[config.mk]
export PLATFORM = sky130hd
export DESIGN_NAME = button_conditioner
export DESIGN_NICKNAME = d
export VERILOG_FILES = /design/src/rtl/button_conditioner.sv
export SDC_FILE = /design/constraint.sdc
export NUM_CORES = 1
export LEC_CHECK = 0
export ABC_CLOCK_PERIOD_IN_PS = 3100
export CORE_ASPECT_RATIO = 1.75
export CORE_UTILIZATION = 56
export CTS_BUF_LIST = sky130_fd_sc_hd__clkbuf_8
export CTS_CLUSTER_DIAMETER = 60
export DETAILED_ROUTE_END_ITERATION = 10
export PLACE_DENSITY = 0.74
export SYNTH_ARGS = -nofsm -noshare
export SYNTH_HDL_FRONTEND = slang
export SYNTH_SLANG_ARGS = --single-unit
export TNS_END_PERCENT = 1
[constraint.sdc]
create_clock -name clknew -period 3.1 [get_ports clknew]
set_clock_uncertainty 0.1 [all_clocks]
set_input_delay 0.465 -clock clknew [delete_from_list [all_inputs] [get_ports clknew]]
set_output_delay 0.465 -clock clknew [all_outputs]
set_load 0.05 [all_outputs]
[src/rtl/button_conditioner.sv]
// Push-button front end: two-flop synchroniser, press/release debounce FSM,
// long-press detection and auto-repeat step events, all on clknew.
module button_conditioner #(
    parameter int   DEBOUNCE_CYCLES   = 4,
    parameter int   LONG_PRESS_CYCLES = 10,
    parameter int   REPEAT_CYCLES     = 5,
    parameter int   CNT_W             = 20,
    parameter logic ACTIVE_LOW        = 1'b0
) (
    input  logic clknew,
    input  logic rst_n,
    input  logic btn_raw,
    output logic btn_level,
    output logic press_pulse,
    output logic release_pulse,
    output logic long_press,
    output logic step_pulse
);

    typedef enum logic [1:0] {
        IDLE        = 2'd0,
        ARM_PRESS   = 2'd1,
        HELD        = 2'd2,
        ARM_RELEASE = 2'd3
    } state_e;

    localparam logic [CNT_W-1:0] DEB_LAST  = CNT_W'(DEBOUNCE_CYCLES - 1);
    localparam logic [CNT_W-1:0] LONG_LAST = CNT_W'(LONG_PRESS_CYCLES - 1);
    localparam logic [CNT_W-1:0] REP_LAST  = CNT_W'(REPEAT_CYCLES - 1);
    localparam logic [CNT_W-1:0] CNT_ONE   = CNT_W'(1);

    logic             btn_in;
    logic             s1_q, s1_d;
    logic             s2_q, s2_d;
    state_e           state_q, state_d;
    logic [CNT_W-1:0] dcnt_q, dcnt_d;
    logic [CNT_W-1:0] hold_cnt_q, hold_cnt_d;
    logic [CNT_W-1:0] rep_cnt_q, rep_cnt_d;
    logic             btn_level_q, btn_level_d;
    logic             press_pulse_q, press_pulse_d;
    logic             release_pulse_q, release_pulse_d;
    logic             long_press_q, long_press_d;
    logic             step_pulse_q, step_pulse_d;

    assign btn_in = btn_raw ^ ACTIVE_LOW;

    always_comb begin
        s1_d            = btn_in;
        s2_d            = s1_q;
        state_d         = state_q;
        dcnt_d          = dcnt_q;
        hold_cnt_d      = hold_cnt_q;
        rep_cnt_d       = rep_cnt_q;
        btn_level_d     = btn_level_q;
        long_press_d    = long_press_q;
        press_pulse_d   = 1'b0;
        release_pulse_d = 1'b0;
        step_pulse_d    = 1'b0;

        case (state_q)
            IDLE: begin
                if (s2_q) begin
                    state_d = ARM_PRESS;
                    dcnt_d  = '0;
                end
            end
            ARM_PRESS: begin
                if (!s2_q) begin
                    state_d = IDLE;
                end else if (dcnt_q == DEB_LAST) begin
                    state_d       = HELD;
                    press_pulse_d = 1'b1;
                    step_pulse_d  = 1'b1;
                    btn_level_d   = 1'b1;
                    hold_cnt_d    = '0;
                    rep_cnt_d     = '0;
                end else begin
                    dcnt_d = dcnt_q + CNT_ONE;
                end
            end
            HELD: begin
                if (!s2_q) begin
                    state_d = ARM_RELEASE;
                    dcnt_d  = '0;
                end else if (!long_press_q) begin
                    // hold_cnt stops once the long-press threshold fires
                    if (hold_cnt_q == LONG_LAST) begin
                        long_press_d = 1'b1;
                        step_pulse_d = 1'b1;
                    end else begin
                        hold_cnt_d = hold_cnt_q + CNT_ONE;
                    end
                end else if (rep_cnt_q == REP_LAST) begin
                    rep_cnt_d    = '0;
                    step_pulse_d = 1'b1;
                end else begin
                    rep_cnt_d = rep_cnt_q + CNT_ONE;
                end
            end
            ARM_RELEASE: begin
                // hold/repeat counters stay frozen here so a glitch only delays them
                if (s2_q) begin
                    state_d = HELD;
                end else if (dcnt_q == DEB_LAST) begin
                    state_d         = IDLE;
                    release_pulse_d = 1'b1;
                    btn_level_d     = 1'b0;
                    long_press_d    = 1'b0;
                end else begin
                    dcnt_d = dcnt_q + CNT_ONE;
                end
            end
            default: state_d = IDLE;
        endcase
    end

    always_ff @(posedge clknew) begin
        if (!rst_n) begin
            s1_q            <= 1'b0;
            s2_q            <= 1'b0;
            state_q         <= IDLE;
            dcnt_q          <= '0;
            hold_cnt_q      <= '0;
            rep_cnt_q       <= '0;
            btn_level_q     <= 1'b0;
            press_pulse_q   <= 1'b0;
            release_pulse_q <= 1'b0;
            long_press_q    <= 1'b0;
            step_pulse_q    <= 1'b0;
        end else begin
            s1_q            <= s1_d;
            s2_q            <= s2_d;
            state_q         <= state_d;
            dcnt_q          <= dcnt_d;
            hold_cnt_q      <= hold_cnt_d;
            rep_cnt_q       <= rep_cnt_d;
            btn_level_q     <= btn_level_d;
            press_pulse_q   <= press_pulse_d;
            release_pulse_q <= release_pulse_d;
            long_press_q    <= long_press_d;
            step_pulse_q    <= step_pulse_d;
        end
    end

    assign btn_level     = btn_level_q;
    assign press_pulse   = press_pulse_q;
    assign release_pulse = release_pulse_q;
    assign long_press    = long_press_q;
    assign step_pulse    = step_pulse_q;

endmodule

==> impl_metrics.py <==
metrics = {
    "status": {
        "status": "complete, no violations",
    },
    "worst_setup_path": {
        "cp.required_ns": 3.28,
        "critPathLaunchType": "flop",
        "cp_slowest_cell": "or4b_1",
        "criticalPathCategory": "flop to flop",
        "worst_setup_path_end_kind": "flop",
        "arrival_ns": 2.87,
        "cp_max_fo": 11,
        "critPathMaxStageDelay_ns": 0.63,
        "worstPathCellList": "ha_1, nor4b_2, nand2_1, o21ai_1, or4b_1, buf_4, nand2b_4, o31ai_2",
    },
    "drt": {
        "vias_per_cell": 6.58,
        "wl_per_cell_um": 16.8,
        "drtAntennaViolNets": 0,
        "drcViolationCount": 0,
        "dr.pass1.iters": 5,
        "vias": 3717,
        "drtIter0Drc": 266,
        "routed_wl_um": 9470,
    },
    "logic_synthesis": {
        "synth_edf_count": 0,
        "synth_compound_area_frac": 0.272,
        "synth_xor_xnor_area_share": 0.00905,
        "yosysSeqAreaShare": 0.357,
        "ys_warn_count": 0,
        "syn_inst": 476,
        "ys.flop_type": "dfxtp_1",
        "synthSimpleGateAreaFrac": 0.287,
        "synth-seq-cells": 69,
        "netlist_area_um2": 3870,
        "synthMuxAreaShare": 0,
        "ys_types": 55,
        "synth_top_family_by_area": "simple AND/OR/NAND/NOR gates",
        "synthAdderAreaFrac": 0.0291,
        "avgSynthCellArea_um2": 8.13,
        "async_flop_share": 0,
        "syn_nets": 488,
    },
    "timing": {
        "fmax_mhz": 371,
        "relSlewSlack": 0.548,
        "maxSlewViolCount": 0,
        "hold_viol_final": 0,
        "timing.setup.tns_ns": 0,
        "final.period_utilization": 0.869,
        "setup_viol": 0,
        "rsz0062_at_grt": "no",
        "tightest_slew_ns": 0.677,
        "fin_crit_ns": 2.69,
    },
    "global_routing": {
        "antenna_found_initial": 0,
        "grt_pass1_wl_um": 15900,
        "grt_max_degree": 33,
        "grt.overflow.total": 0,
        "grt_usage": 0.279,
        "first_global_vias": 3516,
    },
    "floorplanning": {
        "ios": 8,
        "rows": 39,
        "die_area_um2": 7260,
        "initial_core_util": 0.587,
        "dieHeight_um": 112,
        "core_um2": 6590,
        "die-width_um": 64.8,
    },
    "hold_path": {
        "min_path_type": "flop to flop",
    },
    "cts": {
        "cts_made_buffers": 9,
        "clock_sinks": 69,
        "postCtsSetupBuffers": 0,
        "insertion_delay_ns": 0.36,
        "cts_root_buffer": "clkbuf_8",
        "postCtsHoldBufs": 0,
        "cts_resized": 0,
        "clk_pin_slew_ns": 0.07,
        "cts_tree": "yes",
        "htreeDepth": 3,
        "clk_path_buf_depth": 2,
    },
    "placed_design": {
        "place_congestion": 0.852,
        "dpl.hpwl_um": 6390,
        "io_buffers": 7,
        "dpl_cell_area_um2": 3990,
    },
    "cells_and_area": {
        "area.growth.synth_to_final_pct": 8.44,
        "fill_cells": 569,
        "post-route-cell-area_um2": 4200,
        "drive_gt1_frac": 0.0932,
        "utilization": 0.637,
        "final_nets": 490,
        "num_antenna_cells": 0,
    },
    "pwr": {
        "total_leakage_power_uw": 0.00142,
        "ir_worst_vdd_mv": 0.528,
        "powerDensity_nw_per_um2": 483,
        "power.total_uw": 2030,
    },
    "flow_run": {
        "cap_violations": 0,
    },
}
## sequential cells by signal, summed over array words and instances, names as in the netlist, named ones only
register	count
dcnt_q	20
step_pulse	1
long_press	1
state_q	1
s1_q	1
btn_level	1
hold_cnt_q	20
release_pulse	1
press_pulse	1
s2_q	1
rep_cnt_q	20
## metal layers
| metal | wire [um] | GRT usage | vias up |
|---|---|---|---|
| li1 | - | - | 1813 |
| met1 | 3990 | 0.310 | 1788 |
| met2 | 4850 | 0.489 | 91 |
| met3 | 354 | 0.0625 | 25 |
| met4 | 269 | 0.126 | 0 |
| met5 | 0 | 0 | - |
## layout by cell type (no fill, tap or decap), types with 4 or more instances in the layout
master and count:
buf_4 10, or3_1 7, and3_1 12, a31oi_1 11, nor3_1 10, nand3b_1 4, nor2_1 36, clkdlybuf4s50_1 7
and2_1 6, a21oi_1 37, dfxtp_1 69, a41oi_1 6, o21ai_0 38, nor4b_1 4, nand2b_1 6, a21o_1 4
clkbuf_8 12, ha_1 9, o211ai_1 16, nand4_1 9, inv_1 12, o21ai_1 5, nand2_1 31, nor4_1 14
nor2b_1 11, o31ai_1 17, o31ai_2 7, nand3_1 27
## stage by stage
stage,setup WS (ns),hold slack (ns),std cells
global route,0.138,0.360,565
CTS,0.428,0.351,565
global placement,0.522,0.327,549
floorplan,0.858,0.312,476
finish,0.406,0.353,565
detailed placement,0.458,0.329,549
## where the power goes
part | switching, uW | internal, uW | leakage, uW | total (uW)
clock network | 334 | 433 | 0.000112 | 767
logic | 229 | 119 | 0.000753 | 348
registers | 15.8 | 898 | 0.000556 | 913
## cell usage after synthesis, types with 2 or more instances
| master | n | area, um2 |
|---|---|---|
| nor4_2 | 3 | 37.5 |
| and4_1 | 3 | 26.3 |
| nor2b_1 | 11 | 68.8 |
| clkbuf_1 | 19 | 71.3 |
| a21oi_2 | 2 | 17.5 |
| o21ai_1 | 4 | 20.0 |
| nand4_1 | 9 | 56.3 |
| nand3_1 | 27 | 135 |
| or4_1 | 2 | 15.0 |
| nor2_1 | 36 | 135 |
| nand2b_1 | 6 | 37.5 |
| nand2_1 | 31 | 116 |
| a31oi_1 | 11 | 68.8 |
| or3b_1 | 2 | 17.5 |
| nor4_1 | 14 | 87.6 |
| and3_1 | 12 | 75.1 |
| nor3_2 | 2 | 20.0 |
| a311oi_1 | 3 | 26.3 |
| o32a_1 | 2 | 20.0 |
| ha_1 | 9 | 113 |
| nor3_1 | 10 | 50.1 |
| a21o_1 | 4 | 30.0 |
| a21oi_1 | 37 | 185 |
| and2_1 | 6 | 37.5 |
| o211ai_1 | 16 | 120 |
| o41ai_1 | 3 | 26.3 |
| o21ai_0 | 39 | 195 |
| xor2_1 | 3 | 26.3 |
| dfxtp_1 | 69 | 1380 |
| nand3b_1 | 4 | 30.0 |
| o31ai_1 | 17 | 128 |
| buf_2 | 3 | 15.0 |
| nor4b_1 | 4 | 35.0 |
| buf_6 | 4 | 45.0 |
| o31ai_2 | 7 | 87.6 |
| inv_1 | 12 | 45.0 |
| a41oi_1 | 6 | 52.6 |
| or3_1 | 7 | 43.8 |
## critical path, delay by kind of cell, from the launching register on
family,cells,cell delay (ns)
adders and majority gates,1,0.25
buffers and inverters,1,0.27
DFF,1,0.39
AOI/OAI and AO/OA,2,0.36
and+or+nand+nor,4,1.24
## logic make-up after synthesis
kind of cell / after synthesis
AOI/OAI and AO/OA: 160
DFF: 69
xor gates and xnor gates: 4
buffers and inverters: 38
and+or+nand+nor: 196
adders and majority gates: 9
## path summary, 6_finish.rpt
path	startpoint	to	slack, ns	cells past startpoint
max	dcnt_q[1]$_SDFFE_PN0P_	rep_cnt_q[18]$_SDFFE_PN0P_	0.41	8
min reg2reg	s1_q$_SDFF_PN0_	s2_q$_SDFF_PN0_	0.35	1
max reg2reg	dcnt_q[1]$_SDFFE_PN0P_	rep_cnt_q[18]$_SDFFE_PN0P_	0.41	8
min	s1_q$_SDFF_PN0_	s2_q$_SDFF_PN0_	0.35	1
## layout make-up
cell class / count / area, um2 / area share
sequential: 69 / 1380 / 0.329
inverter: 12 / 45.0 / 0.0107
clock inverter: 4 / 45.0 / 0.0107
tap: 82 / 103 / 0.0244
multi-input combinational: 369 / 2310 / 0.551
timing repair buffer: 17 / 145 / 0.0346
clock buffer: 12 / 165 / 0.0394
Power figures use the tool's default switching activity.
